$ cat config.mk
export PLATFORM = sky130hd
export DESIGN_NAME = qspi_rx_capture_ctrl_flat
export DESIGN_NICKNAME = d
export VERILOG_FILES = /design/src/rtl/qspi_rx_capture_ctrl_if.sv /design/src/rtl/qspi_rx_capture_ctrl.sv /design/src/flat_wrapper.sv
export SDC_FILE = /design/constraint.sdc
export NUM_CORES = 1
export LEC_CHECK = 0
export CAP_MARGIN = 10
export CORE_UTILIZATION = 44
export DETAILED_ROUTE_END_ITERATION = 12
export PLACE_DENSITY = 0.85
export SLEW_MARGIN = 30
export SYNTH_ARGS = -nofsm -noshare
export SYNTH_HDL_FRONTEND = slang
export SYNTH_SLANG_ARGS = --single-unit
$ cat constraint.sdc
create_clock -name clk -period 3.25 [get_ports clk]
set_input_delay 0.4875 -clock clk [delete_from_list [all_inputs] [get_ports clk]]
set_output_delay 0.4875 -clock clk [all_outputs]
set_load 0.1 [all_outputs]
$ cat src/rtl/qspi_rx_capture_ctrl_if.sv
// Word handshake between the QSPI RX capture controller and the AHB read FIFO.
// Master drives the captured word; slave returns word_ready.
interface qspi_rx_capture_ctrl_if;
  logic        word_valid;
  logic        word_ready;
  logic [31:0] word_data;
  logic [2:0]  word_bytes;
  logic        word_last;

  modport master (
    output word_valid, word_data, word_bytes, word_last,
    input  word_ready
  );

  modport slave (
    input  word_valid, word_data, word_bytes, word_last,
    output word_ready
  );
endinterface

$ cat src/rtl/qspi_rx_capture_ctrl.sv
// QSPI read data-phase sequencer: gates sample pulses, packs 32-bit words.
// Optional QSPI_RX_BYTE_SWAP_EN byte-reverses the valid bytes of each word.
module qspi_rx_capture_ctrl #(
  parameter int LEN_W = 16
) (
  input  logic             clk,
  input  logic             rst_n,
  input  logic             start,
  input  logic             abort,
  input  logic [LEN_W-1:0] len_bytes,
  input  logic             use_1_io_lines_in,
  input  logic             use_2_io_lines_in,
  input  logic             use_4_io_lines_in,
  input  logic             sclk_sample_pulse,
  input  logic [31:0]      sample_data_in,
  output logic             sample_en,
  output logic             use_1_io_lines_out,
  output logic             use_2_io_lines_out,
  output logic             use_4_io_lines_out,
  output logic             sclk_hold,
  output logic             busy,
  output logic             done,
  output logic             err_mode,
  output logic             overrun,
  qspi_rx_capture_ctrl_if.master wif
);

  localparam int RW = LEN_W + 3;

  typedef enum logic [1:0] {
    S_IDLE,
    S_CAPTURE,
    S_PUSH,
    S_DONE
  } state_e;

  state_e        state_q, state_d;
  logic [2:0]    mode_q, mode_d, mode_sel;
  logic [RW-1:0] rem_q, rem_d, rem_nxt;
  logic [5:0]    wbits_q, wbits_d, wbits_nxt;
  logic          err_q, err_d;
  logic          ovr_q, ovr_d;
  logic [31:0]   data_fmt;
  logic          push;

  always_comb begin
    mode_sel = 3'b000;
    if (use_1_io_lines_in)
      mode_sel = 3'b001;
    else if (use_2_io_lines_in)
      mode_sel = 3'b010;
    else if (use_4_io_lines_in)
      mode_sel = 3'b100;
  end

  // One-hot mode value is numerically the bit count per sample.
  assign wbits_nxt = wbits_q + {3'b000, mode_q};
  assign rem_nxt   = rem_q - {{LEN_W{1'b0}}, mode_q};

  always_comb begin
    state_d   = state_q;
    mode_d    = mode_q;
    rem_d     = rem_q;
    wbits_d   = wbits_q;
    err_d     = 1'b0;
    ovr_d     = ovr_q;
    sample_en = 1'b0;
    sclk_hold = 1'b0;
    push      = 1'b0;
    done      = 1'b0;
    unique case (state_q)
      S_IDLE: begin
        if (start) begin
          ovr_d = 1'b0;
          if (mode_sel == 3'b000) begin
            err_d = 1'b1;
          end else begin
            mode_d  = mode_sel;
            rem_d   = {len_bytes, 3'b000};
            wbits_d = '0;
            state_d = (len_bytes == '0) ? S_DONE : S_CAPTURE;
          end
        end
      end
      S_CAPTURE: begin
        sample_en = sclk_sample_pulse & ~abort;
        if (sclk_sample_pulse) begin
          wbits_d = wbits_nxt;
          rem_d   = rem_nxt;
          if (wbits_nxt == 6'd32 || rem_nxt == '0)
            state_d = S_PUSH;
        end
      end
      S_PUSH: begin
        sclk_hold = 1'b1;
        push      = 1'b1;
        if (sclk_sample_pulse)
          ovr_d = 1'b1;
        if (wif.word_ready) begin
          wbits_d = '0;
          state_d = (rem_q == '0) ? S_DONE : S_CAPTURE;
        end
      end
      S_DONE: begin
        done    = 1'b1;
        state_d = S_IDLE;
      end
    endcase
    if (abort) begin
      state_d = S_IDLE;
      mode_d  = mode_q;
      rem_d   = '0;
      wbits_d = '0;
      err_d   = 1'b0;
      ovr_d   = ovr_q;
    end
  end

`ifdef QSPI_RX_BYTE_SWAP_EN
  // Partial words: only the valid low bytes are reversed, upper bytes zero.
  always_comb begin
    data_fmt = 32'h0;
    unique case (wbits_q[5:3])
      3'd1:    data_fmt = {24'h0, sample_data_in[7:0]};
      3'd2:    data_fmt = {16'h0, sample_data_in[7:0],
                           sample_data_in[15:8]};
      3'd3:    data_fmt = {8'h0, sample_data_in[7:0],
                           sample_data_in[15:8],
                           sample_data_in[23:16]};
      default: data_fmt = {sample_data_in[7:0],
                           sample_data_in[15:8],
                           sample_data_in[23:16],
                           sample_data_in[31:24]};
    endcase
  end
`else
  assign data_fmt = sample_data_in;
`endif

  assign wif.word_valid = push;
  assign wif.word_data  = push ? data_fmt : 32'h0;
  assign wif.word_bytes = push ? wbits_q[5:3] : 3'd0;
  assign wif.word_last  = push & (rem_q == '0);

  assign use_1_io_lines_out = mode_q[0];
  assign use_2_io_lines_out = mode_q[1];
  assign use_4_io_lines_out = mode_q[2];
  assign busy               = (state_q != S_IDLE);
  assign err_mode           = err_q;
  assign overrun            = ovr_q;

  always_ff @(posedge clk or negedge rst_n) begin
    if (!rst_n) begin
      state_q <= S_IDLE;
      mode_q  <= 3'b000;
      rem_q   <= '0;
      wbits_q <= '0;
      err_q   <= 1'b0;
      ovr_q   <= 1'b0;
    end else begin
      state_q <= state_d;
      mode_q  <= mode_d;
      rem_q   <= rem_d;
      wbits_q <= wbits_d;
      err_q   <= err_d;
      ovr_q   <= ovr_d;
    end
  end

endmodule
$ cat src/flat_wrapper.sv
// flat-port wrapper written by rule: the top's interface ports become plain ports
module qspi_rx_capture_ctrl_flat 
#(
  parameter int LEN_W = 16
)
  (clk, rst_n, start, abort, len_bytes, use_1_io_lines_in, use_2_io_lines_in, use_4_io_lines_in, sclk_sample_pulse, sample_data_in, sample_en, use_1_io_lines_out, use_2_io_lines_out, use_4_io_lines_out, sclk_hold, busy, done, err_mode, overrun, wif_word_valid, wif_word_data, wif_word_bytes, wif_word_last, wif_word_ready);
  qspi_rx_capture_ctrl_if wif_i ();
  input  logic clk;
  input  logic rst_n;
  input  logic start;
  input  logic abort;
  input  logic [LEN_W-1:0] len_bytes;
  input  logic use_1_io_lines_in;
  input  logic use_2_io_lines_in;
  input  logic use_4_io_lines_in;
  input  logic sclk_sample_pulse;
  input  logic [31:0] sample_data_in;
  output logic sample_en;
  output logic use_1_io_lines_out;
  output logic use_2_io_lines_out;
  output logic use_4_io_lines_out;
  output logic sclk_hold;
  output logic busy;
  output logic done;
  output logic err_mode;
  output logic overrun;
  output wire logic [$bits(wif_i.word_valid)-1:0] wif_word_valid;
  output wire logic [$bits(wif_i.word_data)-1:0] wif_word_data;
  output wire logic [$bits(wif_i.word_bytes)-1:0] wif_word_bytes;
  output wire logic [$bits(wif_i.word_last)-1:0] wif_word_last;
  input wire logic [$bits(wif_i.word_ready)-1:0] wif_word_ready;
  assign wif_word_valid = wif_i.word_valid;
  assign wif_word_data = wif_i.word_data;
  assign wif_word_bytes = wif_i.word_bytes;
  assign wif_word_last = wif_i.word_last;
  assign wif_i.word_ready = wif_word_ready;
  qspi_rx_capture_ctrl #(.LEN_W(LEN_W)) u_core (.clk(clk), .rst_n(rst_n), .start(start), .abort(abort), .len_bytes(len_bytes), .use_1_io_lines_in(use_1_io_lines_in), .use_2_io_lines_in(use_2_io_lines_in), .use_4_io_lines_in(use_4_io_lines_in), .sclk_sample_pulse(sclk_sample_pulse), .sample_data_in(sample_data_in), .sample_en(sample_en), .use_1_io_lines_out(use_1_io_lines_out), .use_2_io_lines_out(use_2_io_lines_out), .use_4_io_lines_out(use_4_io_lines_out), .sclk_hold(sclk_hold), .busy(busy), .done(done), .err_mode(err_mode), .overrun(overrun), .wif(wif_i));
endmodule
==> results.py, run 1 <==
metrics = {
    "status": {
        "outcome": "finished clean",
    },
    "layout": {
        "areaGrowthSynthToFinish_pct": 44.3,
        "finish.instance_area_sq_mm": 0.00371,
        "fin_util_pct": 66.6,
        "n_antenna_cell": 0,
        "post_route_cells_drive_above_1_share_pct": 17.4,
        "design.final.nets": 490,
    },
    "timing": {
        "period_minus_slack_ns": 2.86,
        "worst-slew-pin-transition_ns": 0.959,
        "timing.final.max_slew_violations": 0,
        "setup_viol_count_final": 0,
        "min_period_over_period_pct": 88.1,
        "clock.fmax_mhz": 349,
        "rsz0062_at_grt": "false",
        "report.final.hold_viol_count": 0,
        "skew_ns": 0.0101,
        "max_slew_margin_pct": 35.9,
        "fin_setup_tns_ns": 0,
    },
    "clock_tree": {
        "clock_sink_count": 32,
        "cts_tree": "done",
        "cts-hold-fix-buffers": 0,
        "cts-root-buf": "sky130_fd_sc_hd__clkbuf_8",
        "post_cts.resized_instances": 0,
        "cts_htree_levels": 2,
        "clk_pin_slew_ns": 0.08,
        "clockBufferDepth": 2,
        "cts_buffers": 5,
        "worst_skew_pair.late_latency_ns": 0.29,
        "postCtsSetupRepairBufs": 0,
    },
    "grt": {
        "grt_max_degree": 40,
        "grt_pass1_wl_um": 13200,
        "grt_usage_pct": 27.1,
        "grt.overflow.total": 0,
        "first_global_vias": 2606,
        "antenna_violations_before_repair": 0,
    },
    "setup_path": {
        "setup.worst_path.class": "reg -> reg",
        "cp.required_ns": 3.42,
        "critical_path.max_fanout": 4,
        "r2r_setup_slack_ns": 0.39,
        "rr_worst_depth": 8,
        "cp-startpoint": "u_core.mode_q[0]",
        "path_buf_inv": 0,
        "timing.rr.end": "u_core.state_q[0]",
        "worst-path-stages": 8,
        "timing.critical_path.to": "u_core.state_q[0]",
        "r2r-start": "u_core.mode_q[0]",
        "path_cells": "ha_1 > fa_1 > nand2b_1 > nand4_1 > xor2_1 > nand4_1 > or4_1 > o41a_1",
        "end_kind": "flip-flop",
        "crit_arrival_ns": 3.04,
        "critical_path.slowest_cell": "sky130_fd_sc_hd__or4_1",
        "critPathTopFamily": "simple AND/OR/NAND/NOR gates",
        "path_common_cell": "sky130_fd_sc_hd__nand4_1",
        "startpoint_type_of_the_worst_setup_path": "flip-flop",
        "cp_slowest_stage_delay_ns": 0.51,
    },
    "synthesis": {
        "count_of_state_elements_after_synthesis": 32,
        "post-synth-top-area-cell": "sky130_fd_sc_hd__dfrtp_1",
        "synth_top_family_by_area": "simple AND/OR/NAND/NOR gates",
        "synth_area_leaders": "sky130_fd_sc_hd__dfrtp_1, sky130_fd_sc_hd__and2_1, sky130_fd_sc_hd__o21ai_0",
        "synthesis.area_sq_mm": 0.00257,
        "number_of_enable_flip_flop_cells_after_synthesis": 0,
        "synth.area.mux_share_pct": 1.17,
        "synthDominantCellAreaShare_pct": 31.1,
        "synthAdderAreaFrac_pct": 4.47,
        "synth_simple_gate_area_share_pct": 32.0,
        "post_synth_most_frequent_cells": "sky130_fd_sc_hd__nor2_1, sky130_fd_sc_hd__and2_1, sky130_fd_sc_hd__dfrtp_1, sky130_fd_sc_hd__o21ai_0, sky130_fd_sc_hd__nand2_1",
        "async_flop_share_pct": 100,
        "synthMostInstantiatedCell": "sky130_fd_sc_hd__nor2_1",
        "synth-xor-area-share_pct": 2.72,
        "synth_ff_type": "sky130_fd_sc_hd__dfrtp_1",
        "synth-warning-count": 0,
        "synthesis.area_per_instance_sq_um": 7.92,
        "synth_area_in_compound_gates_pct": 24.5,
        "post_synth_num_cell_types": 54,
        "synth_sequential_area_ratio_pct": 31.1,
        "syn_nets": 390,
        "post_synth_inst_count": 325,
    },
    "power_and_ir_drop": {
        "leakage_uw": 0.00167,
        "worst_ir_drop_vdd_v": 0.000508,
        "power.density_mw_per_mm2": 972,
    },
    "floorplanning": {
        "coreArea_sq_mm": 0.00557,
        "die_h_um": 78.5,
        "floorplan_die_area_sq_mm": 0.00616,
        "floorplan.io_pins": 103,
        "start_util_pct": 46.2,
        "die_x_um": 78.5,
        "fp-row-count": 27,
    },
    "hold_path": {
        "holdCritPathClass": "reg -> reg",
    },
    "placement": {
        "dp.final_hpwl_um": 6280,
        "placed_cell_area_sq_mm": 0.00362,
        "place.port_buffers": 102,
        "place.gp.congestion": 0.962,
    },
    "routing": {
        "drt.antenna.violating_nets": 0,
        "per_cell_routed_wire_length_um": 16.5,
        "detail_route.drc_violations": 0,
        "postRouteWirelength_um": 8200,
        "dr.pass1.iters": 5,
        "vias": 2888,
        "avgViaCountPerCell": 5.80,
        "drt_first_iter_violations": 163,
    },
    "flow_run": {
        "maxCapViolations": 0,
    },
}
[cells in the final DEF (no fill, tap or decap), types with 3 or more instances in the layout]
| cell | count |
|---|---|
| sky130_fd_sc_hd__nor2_1 | 36 |
| sky130_fd_sc_hd__and2_1 | 35 |
| sky130_fd_sc_hd__nand2_1 | 22 |
| sky130_fd_sc_hd__nor3_1 | 11 |
| sky130_fd_sc_hd__clkbuf_8 | 6 |
| sky130_fd_sc_hd__nor2b_1 | 4 |
| sky130_fd_sc_hd__o22ai_1 | 3 |
| sky130_fd_sc_hd__mux2i_1 | 3 |
| sky130_fd_sc_hd__inv_1 | 8 |
| sky130_fd_sc_hd__or2_2 | 3 |
| sky130_fd_sc_hd__and3_1 | 3 |
| sky130_fd_sc_hd__buf_4 | 50 |
| sky130_fd_sc_hd__nand2b_1 | 5 |
| sky130_fd_sc_hd__nand4_1 | 6 |
| sky130_fd_sc_hd__clkdlybuf4s50_1 | 58 |
| sky130_fd_sc_hd__xor2_1 | 7 |
| sky130_fd_sc_hd__a21oi_1 | 20 |
| sky130_fd_sc_hd__a22oi_1 | 8 |
| sky130_fd_sc_hd__nor4_1 | 8 |
| sky130_fd_sc_hd__dfrtp_1 | 31 |
| sky130_fd_sc_hd__nand3_1 | 4 |
| sky130_fd_sc_hd__o21ai_0 | 32 |
| sky130_fd_sc_hd__buf_12 | 3 |
| sky130_fd_sc_hd__ha_1 | 6 |
| sky130_fd_sc_hd__a22o_1 | 7 |
| sky130_fd_sc_hd__o31ai_1 | 7 |
[sequential cells by signal (all words and copies together), names as in the netlist]
signal           flops
u_core.state_q       2
u_core.overrun       1
u_core.wbits_q       6
u_core.mode_q        3
u_core.rem_q        19
u_core.err_mode      1
[through the flow]
step / total power (uW) / hold WS [ns] / std cells / worst slack [ns]
6_report: 3610 / 0.518 / 498 / 0.385
5_1_grt: 3850 / 0.542 / 498 / 0.224
4_1_cts: 3570 / 0.519 / 498 / 0.392
3_5_place_dp: 3240 / 0.495 / 490 / 0.391
3_3_place_gp: 3210 / 0.494 / 490 / 0.431
2_1_floorplan: 2590 / 0.192 / 325 / 0.00174
[cells by family (layout without fill, tap and decap cells)]
group / Yosys count / count (layout)
buffers and inverters: 26 / 127
muxes: 3 / 3
AOI/OAI and AO/OA: 96 / 96
DFF: 32 / 32
adders and majority gates: 8 / 8
and+or+nand+nor: 152 / 152
xor gates and xnor gates: 8 / 8
[power breakdown]
part / switching [uW] / internal, uW
logic: 1700 / 861
registers: 207 / 516
clock network: 154 / 169
total: 2060 / 1550
[routing by layer]
metal	GRT usage (%)	wire length [um]	vias to the layer above	share of wire [%]
met5	0	0	-	0
met1	37.8	3540	1355	43
li1	-	-	1376	-
met2	42.7	3880	144	47
met3	4.65	668	13	8.1
met4	8.15	118	0	1.4
[how the worst min path moves through the flow]
stage | from | endpoint | cells after the start
2_1_floorplan | rst_n | u_core.err_mode | 0
3_3_place_gp | u_core.wbits_q[0] | u_core.wbits_q[0] | 1
3_5_place_dp | u_core.wbits_q[2] | u_core.wbits_q[2] | 1
4_1_cts | u_core.wbits_q[2] | u_core.wbits_q[2] | 1
5_1_grt | u_core.wbits_q[2] | u_core.wbits_q[2] | 1
6_report | u_core.wbits_q[2] | u_core.wbits_q[2] | 1
[layout make-up]
cell class	count	area [sq um]
clock buffers	6	82.6
clock inverters	2	10.0
fillers	499	1860
inverters	8	30.0
multi-input cells	267	1680
flip-flops and latches	32	802
well taps	72	90.1
repair buffers	111	1020
[worst register-to-register path, cell delays in order (launching register included)]
cell	delay [ns]
sky130_fd_sc_hd__dfrtp_1	0.42
sky130_fd_sc_hd__ha_1	0.26
sky130_fd_sc_hd__fa_1	0.44
sky130_fd_sc_hd__nand2b_1	0.22
sky130_fd_sc_hd__nand4_1	0.20
sky130_fd_sc_hd__xor2_1	0.17
sky130_fd_sc_hd__nand4_1	0.10
sky130_fd_sc_hd__or4_1	0.51
sky130_fd_sc_hd__o41a_1	0.43
No activity file was read; power rests on OpenSTA's default activity.
==> inputs of run 2 (changes only) <==
--- a/config.mk
+++ b/config.mk
@@ -5,7 +5,6 @@
 export SDC_FILE = /design/constraint.sdc
 export NUM_CORES = 1
 export LEC_CHECK = 0
-export CAP_MARGIN = 10
 export CORE_UTILIZATION = 44
 export DETAILED_ROUTE_END_ITERATION = 12
 export PLACE_DENSITY = 0.85
==> constraint.sdc (replaced) <==
create_clock -name clk -period 3.1 [get_ports clk]
set_input_delay 0.465 -clock clk [delete_from_list [all_inputs] [get_ports clk]]
set_output_delay 0.465 -clock clk [all_outputs]
set_load 0.1 [all_outputs]
==> results.py, run 2 (synthesized netlist as in run 1, its figures left out) <==
metrics = {
    "status": {
        "outcome": "finished clean",
    },
    "timing": {
        "max_slew_margin_pct": 47.5,
        "rsz0062_at_grt": "false",
        "timing.final.max_slew_violations": 0,
        "skew_ns": 0.00933,
        "report.final.hold_viol_count": 0,
        "fin_setup_tns_ns": 0,
        "min_period_over_period_pct": 93.3,
        "clock.fmax_mhz": 346,
        "worst-slew-pin-transition_ns": 0.785,
        "setup_viol_count_final": 0,
        "setup_slack_ns": 0.207,
        "period_minus_slack_ns": 2.89,
    },
    "clock_tree": {
        "post_cts.resized_instances": 0,
        "cts_buffers": 5,
        "clk_pin_slew_ns": 0.07,
        "cts_htree_levels": 2,
        "postCtsSetupRepairBufs": 0,
        "worst_skew_pair.late_latency_ns": 0.29,
        "clockBufferDepth": 2,
        "cts_tree": "done",
        "clock_sink_count": 32,
        "cts-hold-fix-buffers": 0,
        "cts-root-buf": "sky130_fd_sc_hd__clkbuf_8",
    },
    "setup_path": {
        "startpoint_type_of_the_worst_setup_path": "flip-flop",
        "rr_worst_depth": 8,
        "setup.worst_path.class": "reg -> reg",
        "r2r-start": "u_core.mode_q[0]",
        "r2r_setup_slack_ns": 0.21,
        "critical_path.max_fanout": 4,
        "timing.rr.end": "u_core.state_q[0]",
        "end_kind": "flip-flop",
        "cp.required_ns": 3.27,
        "crit_arrival_ns": 3.06,
    },
    "layout": {
        "largest_register_ffs": 19,
        "post_route_cells_drive_above_1_share_pct": 18.9,
        "most_common_cell_after_layout_fill_and_taps_aside": "sky130_fd_sc_hd__clkdlybuf4s50_1",
        "mostFrequentLayoutCells": "sky130_fd_sc_hd__clkdlybuf4s50_1, sky130_fd_sc_hd__buf_12, sky130_fd_sc_hd__nor2_1",
        "largest-register": "u_core.rem_q",
        "layout_top_registers": "u_core.rem_q (19), u_core.wbits_q (6), u_core.mode_q (3)",
        "n_antenna_cell": 0,
        "design.final.nets": 493,
        "areaGrowthSynthToFinish_pct": 62.0,
    },
    "power_and_ir_drop": {
        "p_seq_share_pct": 19.1,
        "clock_network_fraction_of_design_power_pct": 7.8,
        "power.share.switching_pct": 55.8,
        "worst_ir_drop_vdd_v": 0.000568,
        "comb_power_share_pct": 73.1,
        "intPower_uw": 1760,
        "net-switching-power_uw": 2220,
        "leakage_uw": 0.00178,
        "power.density_mw_per_mm2": 954,
    },
    "floorplanning": {
        "coreArea_sq_mm": 0.00557,
        "die_h_um": 78.5,
        "die_x_um": 78.5,
        "floorplan.io_pins": 103,
        "start_util_pct": 46.2,
        "fp-row-count": 27,
        "floorplan_die_area_sq_mm": 0.00616,
    },
    "placement": {
        "dp.final_hpwl_um": 6870,
        "place.gp.congestion": 0.972,
        "place.port_buffers": 102,
        "dp_slack_ns": 0.202,
    },
    "hold_path": {
        "holdCritPathClass": "in -> async",
    },
    "routing": {
        "detail_route.drc_violations": 0,
        "drt_first_iter_violations": 240,
        "dr.pass1.iters": 5,
        "avgViaCountPerCell": 5.98,
        "per_cell_routed_wire_length_um": 17.7,
        "postRouteWirelength_um": 8840,
        "vias": 2990,
        "drt.antenna.violating_nets": 0,
    },
    "grt": {
        "grt_usage_pct": 29.7,
        "first_global_vias": 2761,
        "grt_pass1_wl_um": 14200,
        "antenna_violations_before_repair": 0,
        "grt_max_degree": 40,
        "grt.overflow.total": 0,
    },
    "flow_run": {
        "maxCapViolations": 0,
    },
}
## run 2: worst max path at each step
stage	start	endpoint	slack, ns	cells past startpoint
finish	u_core.mode_q[0]	u_core.state_q[0]	0.21	8
global route	u_core.mode_q[2]	u_core.state_q[0]	0.02	8
CTS	u_core.mode_q[0]	u_core.state_q[0]	0.23	8
detailed placement	use_4_io_lines_in	u_core.wbits_q[3]	0.20	7
global placement	u_core.mode_q[0]	u_core.state_q[0]	0.32	8
floorplan	u_core.rem_q[13]	u_core.state_q[1]	0.004	6
## run 2: final cells by class
type	instances	area, sq um
Clock buffer	6	72.6
Multi-Input combinational cell	267	1690
Tap cell	72	90.1
Sequential cell	32	805
Timing Repair Buffer	114	1480
Inverter	8	30.0
Fill cell	416	1400
Clock inverter	1	5.00
## run 2: per-layer routing
metal	share of wire [%]	global-route usage, %
met5	0	0
met4	1.8	8.89
met3	9.0	6.40
met2	49	48.2
met1	41	39.4
## run 2: through the flow
step | power (uW) | util [%] | instances | hold WS [ns] | instance area [sq um]
5_1_grt | 4230 | 74.8 | 500 | 0.146 | 4170
2_1_floorplan | 2710 | - | 325 | 0.169 | 2590
4_1_cts | 3920 | 74.8 | 500 | 0.518 | 4170
3_3_place_gp | 3540 | 73.4 | 493 | 0.494 | 4090
3_5_place_dp | 3590 | 73.4 | 493 | 0.494 | 4090
6_report | 3980 | 74.8 | 500 | 0.125 | 4170
## run 2: critical path, stage by stage (launching register included)
cell	delay, ns
sky130_fd_sc_hd__dfrtp_2	0.44
sky130_fd_sc_hd__ha_1	0.24
sky130_fd_sc_hd__fa_1	0.44
sky130_fd_sc_hd__nand2b_1	0.23
sky130_fd_sc_hd__nand4_1	0.20
sky130_fd_sc_hd__xor2_1	0.17
sky130_fd_sc_hd__nand4_1	0.10
sky130_fd_sc_hd__or4_1	0.51
sky130_fd_sc_hd__o41a_1	0.44
## run 2: power by group through the flow
stage / logic [uW] / registers [uW] / clock network (uW)
after floorplan: 1900 / 814 / 0
after global placement: 2790 / 745 / 0
after detailed placement: 2840 / 754 / 0
after CTS: 2860 / 749 / 311
after global routing: 3120 / 776 / 336
final: 2910 / 761 / 310
==> inputs of run 3 (changes only) <==
--- a/config.mk
+++ b/config.mk
@@ -7,8 +7,8 @@
 export LEC_CHECK = 0
 export CORE_UTILIZATION = 44
 export DETAILED_ROUTE_END_ITERATION = 12
-export PLACE_DENSITY = 0.85
-export SLEW_MARGIN = 30
+export PLACE_DENSITY = 0.91
+export SLEW_MARGIN = 20
 export SYNTH_ARGS = -nofsm -noshare
 export SYNTH_HDL_FRONTEND = slang
 export SYNTH_SLANG_ARGS = --single-unit
==> results.py, run 3 (synthesized netlist as in run 1, its figures left out) <==
metrics = {
    "status": {
        "outcome": "finished clean",
    },
    "power_and_ir_drop": {
        "power.share.switching_pct": 55.6,
        "power.density_mw_per_mm2": 965,
        "clock_network_fraction_of_design_power_pct": 8.2,
        "leakage_uw": 0.00180,
        "p_seq_share_pct": 18.2,
        "worst_ir_drop_vdd_v": 0.000604,
        "intPower_uw": 1800,
        "comb_power_share_pct": 73.6,
        "net-switching-power_uw": 2250,
    },
    "clock_tree": {
        "cts-root-buf": "sky130_fd_sc_hd__clkbuf_8",
        "cts_htree_levels": 2,
        "worst_skew_pair.late_latency_ns": 0.29,
        "clockBufferDepth": 2,
        "clk_pin_slew_ns": 0.07,
        "clock_sink_count": 32,
        "cts_tree": "done",
        "cts_buffers": 5,
        "cts-hold-fix-buffers": 0,
        "post_cts.resized_instances": 0,
        "postCtsSetupRepairBufs": 0,
    },
    "setup_path": {
        "end_kind": "flip-flop",
        "startpoint_type_of_the_worst_setup_path": "flip-flop",
        "critical_path.max_fanout": 7,
        "cp.required_ns": 3.27,
        "path_cells": "inv_1 > ha_1 > nor2_1 > nand3_1 > nor3_1 > xor2_1 > or4_1 > o41a_1",
        "setup.worst_path.class": "reg -> reg",
        "crit_arrival_ns": 3.11,
        "cp_slowest_stage_delay_ns": 0.58,
        "critical_path.slowest_cell": "sky130_fd_sc_hd__or4_1",
    },
    "grt": {
        "grt.overflow.total": 0,
        "first_global_vias": 3002,
        "antenna_violations_before_repair": 0,
        "grt_max_degree": 40,
        "grt_usage_pct": 31.2,
        "grt_pass1_wl_um": 14900,
    },
    "routing": {
        "avgViaCountPerCell": 6.19,
        "vias": 3115,
        "detail_route.drc_violations": 0,
        "postRouteWirelength_um": 9340,
        "drt.antenna.violating_nets": 0,
        "dr.pass1.iters": 7,
        "per_cell_routed_wire_length_um": 18.6,
        "drt_first_iter_violations": 297,
    },
    "placement": {
        "dp_slack_ns": 0.167,
        "place.port_buffers": 102,
        "dp.final_hpwl_um": 7200,
        "place.gp.congestion": 1.01,
    },
    "timing": {
        "report.final.hold_viol_count": 0,
        "skew_ns": 0.00572,
        "setup_slack_ns": 0.163,
        "clock.fmax_mhz": 341,
        "worst-slew-pin-transition_ns": 0.757,
        "setup_viol_count_final": 0,
        "period_minus_slack_ns": 2.94,
        "fin_setup_tns_ns": 0,
        "max_slew_margin_pct": 49.2,
        "min_period_over_period_pct": 94.7,
        "rsz0062_at_grt": "false",
        "timing.final.max_slew_violations": 0,
    },
    "layout": {
        "largest_register_ffs": 19,
        "post_route_cells_drive_above_1_share_pct": 18.8,
        "design.final.nets": 495,
        "fillCellCount": 393,
        "mostFrequentLayoutCells": "sky130_fd_sc_hd__clkdlybuf4s50_1, sky130_fd_sc_hd__buf_12, sky130_fd_sc_hd__nor2_1",
        "areaGrowthSynthToFinish_pct": 63.1,
        "layout_top_registers": "u_core.rem_q (19), u_core.wbits_q (6), u_core.mode_q (3)",
        "n_antenna_cell": 0,
        "largest-register": "u_core.rem_q",
        "most_common_cell_after_layout_fill_and_taps_aside": "sky130_fd_sc_hd__clkdlybuf4s50_1",
    },
    "flow_run": {
        "maxCapViolations": 0,
    },
    "floorplanning": {
        "die_x_um": 78.5,
        "fp-row-count": 27,
        "die_h_um": 78.5,
        "coreArea_sq_mm": 0.00557,
        "floorplan_die_area_sq_mm": 0.00616,
        "floorplan.io_pins": 103,
        "start_util_pct": 46.2,
    },
    "hold_path": {
        "holdCritPathClass": "reg -> reg",
    },
}
run 3: changes by cell type in the layout (fill, tap and decap cells not counted), sizes merged:
cell,previous run,this run
clkbuf,6,8
buf,59,60
clkdlybuf4s50,55,56
clkinv,1,0
run 3: layer usage:
layer	vias to the layer above	share of wire [%]	global-route usage, %
met5	-	0	0
met4	0	2.5	10.4
met3	31	9.8	6.16
met2	221	50	54.3
met1	1470	37	38.5
li1	1393	-	-
run 3: critical path: cells and delay by family (launching register included):
family,cells,cell delay [ns]
and+or+nand+nor,4,1.58
buffers and inverters,1,0.05
AOI/OAI and AO/OA,1,0.43
DFF,1,0.40
xor gates and xnor gates,1,0.12
adders and majority gates,1,0.23
run 3: layout make-up:
class | instances | area [sq um] | area share (%)
multi-input combinational | 267 | 1680 | 40.1
timing repair buffer | 116 | 1500 | 35.7
sequential | 32 | 805 | 19.2
clock buffer | 8 | 90.1 | 2.15
tap | 72 | 90.1 | 2.15
inverter | 8 | 30.0 | 0.715
run 3: worst paths after layout:
kind | start | to | slack, ns | depth (start not counted)
setup / recovery | u_core.mode_q[2] | u_core.state_q[0] | 0.16 | 8
setup reg to reg | u_core.mode_q[2] | u_core.state_q[0] | 0.16 | 8
hold reg to reg | u_core.wbits_q[2] | u_core.wbits_q[2] | 0.52 | 1
hold / removal | u_core.wbits_q[2] | u_core.wbits_q[2] | 0.52 | 1
max in group asynchronous | rst_n | u_core.mode_q[2] | 2.20 | 2
min in group asynchronous | rst_n | u_core.rem_q[2] | 0.58 | 2
run 3: through the flow:
| step | power (uW) | instance area, sq um | utilization (%) | std cells | hold slack (ns) |
|---|---|---|---|---|---|
| 6_report | 4050 | 4200 | 75.3 | 503 | 0.520 |
| 5_1_grt | 4270 | 4200 | 75.3 | 503 | 0.549 |
| 4_1_cts | 3980 | 4200 | 75.3 | 503 | 0.514 |
| 3_5_place_dp | 3630 | 4110 | 73.7 | 495 | 0.497 |
| 3_3_place_gp | 3560 | 4110 | 73.7 | 495 | 0.498 |
| 2_1_floorplan | 2710 | 2590 | - | 325 | 0.169 |
run 3: power groups by stage:
stage	Clock [uW]	Sequential (uW)	Combinational [uW]
global placement	0	722	2840
CTS	335	727	2920
detailed placement	0	731	2900
floorplan	0	814	1900
finish	332	737	2980
global route	355	749	3160
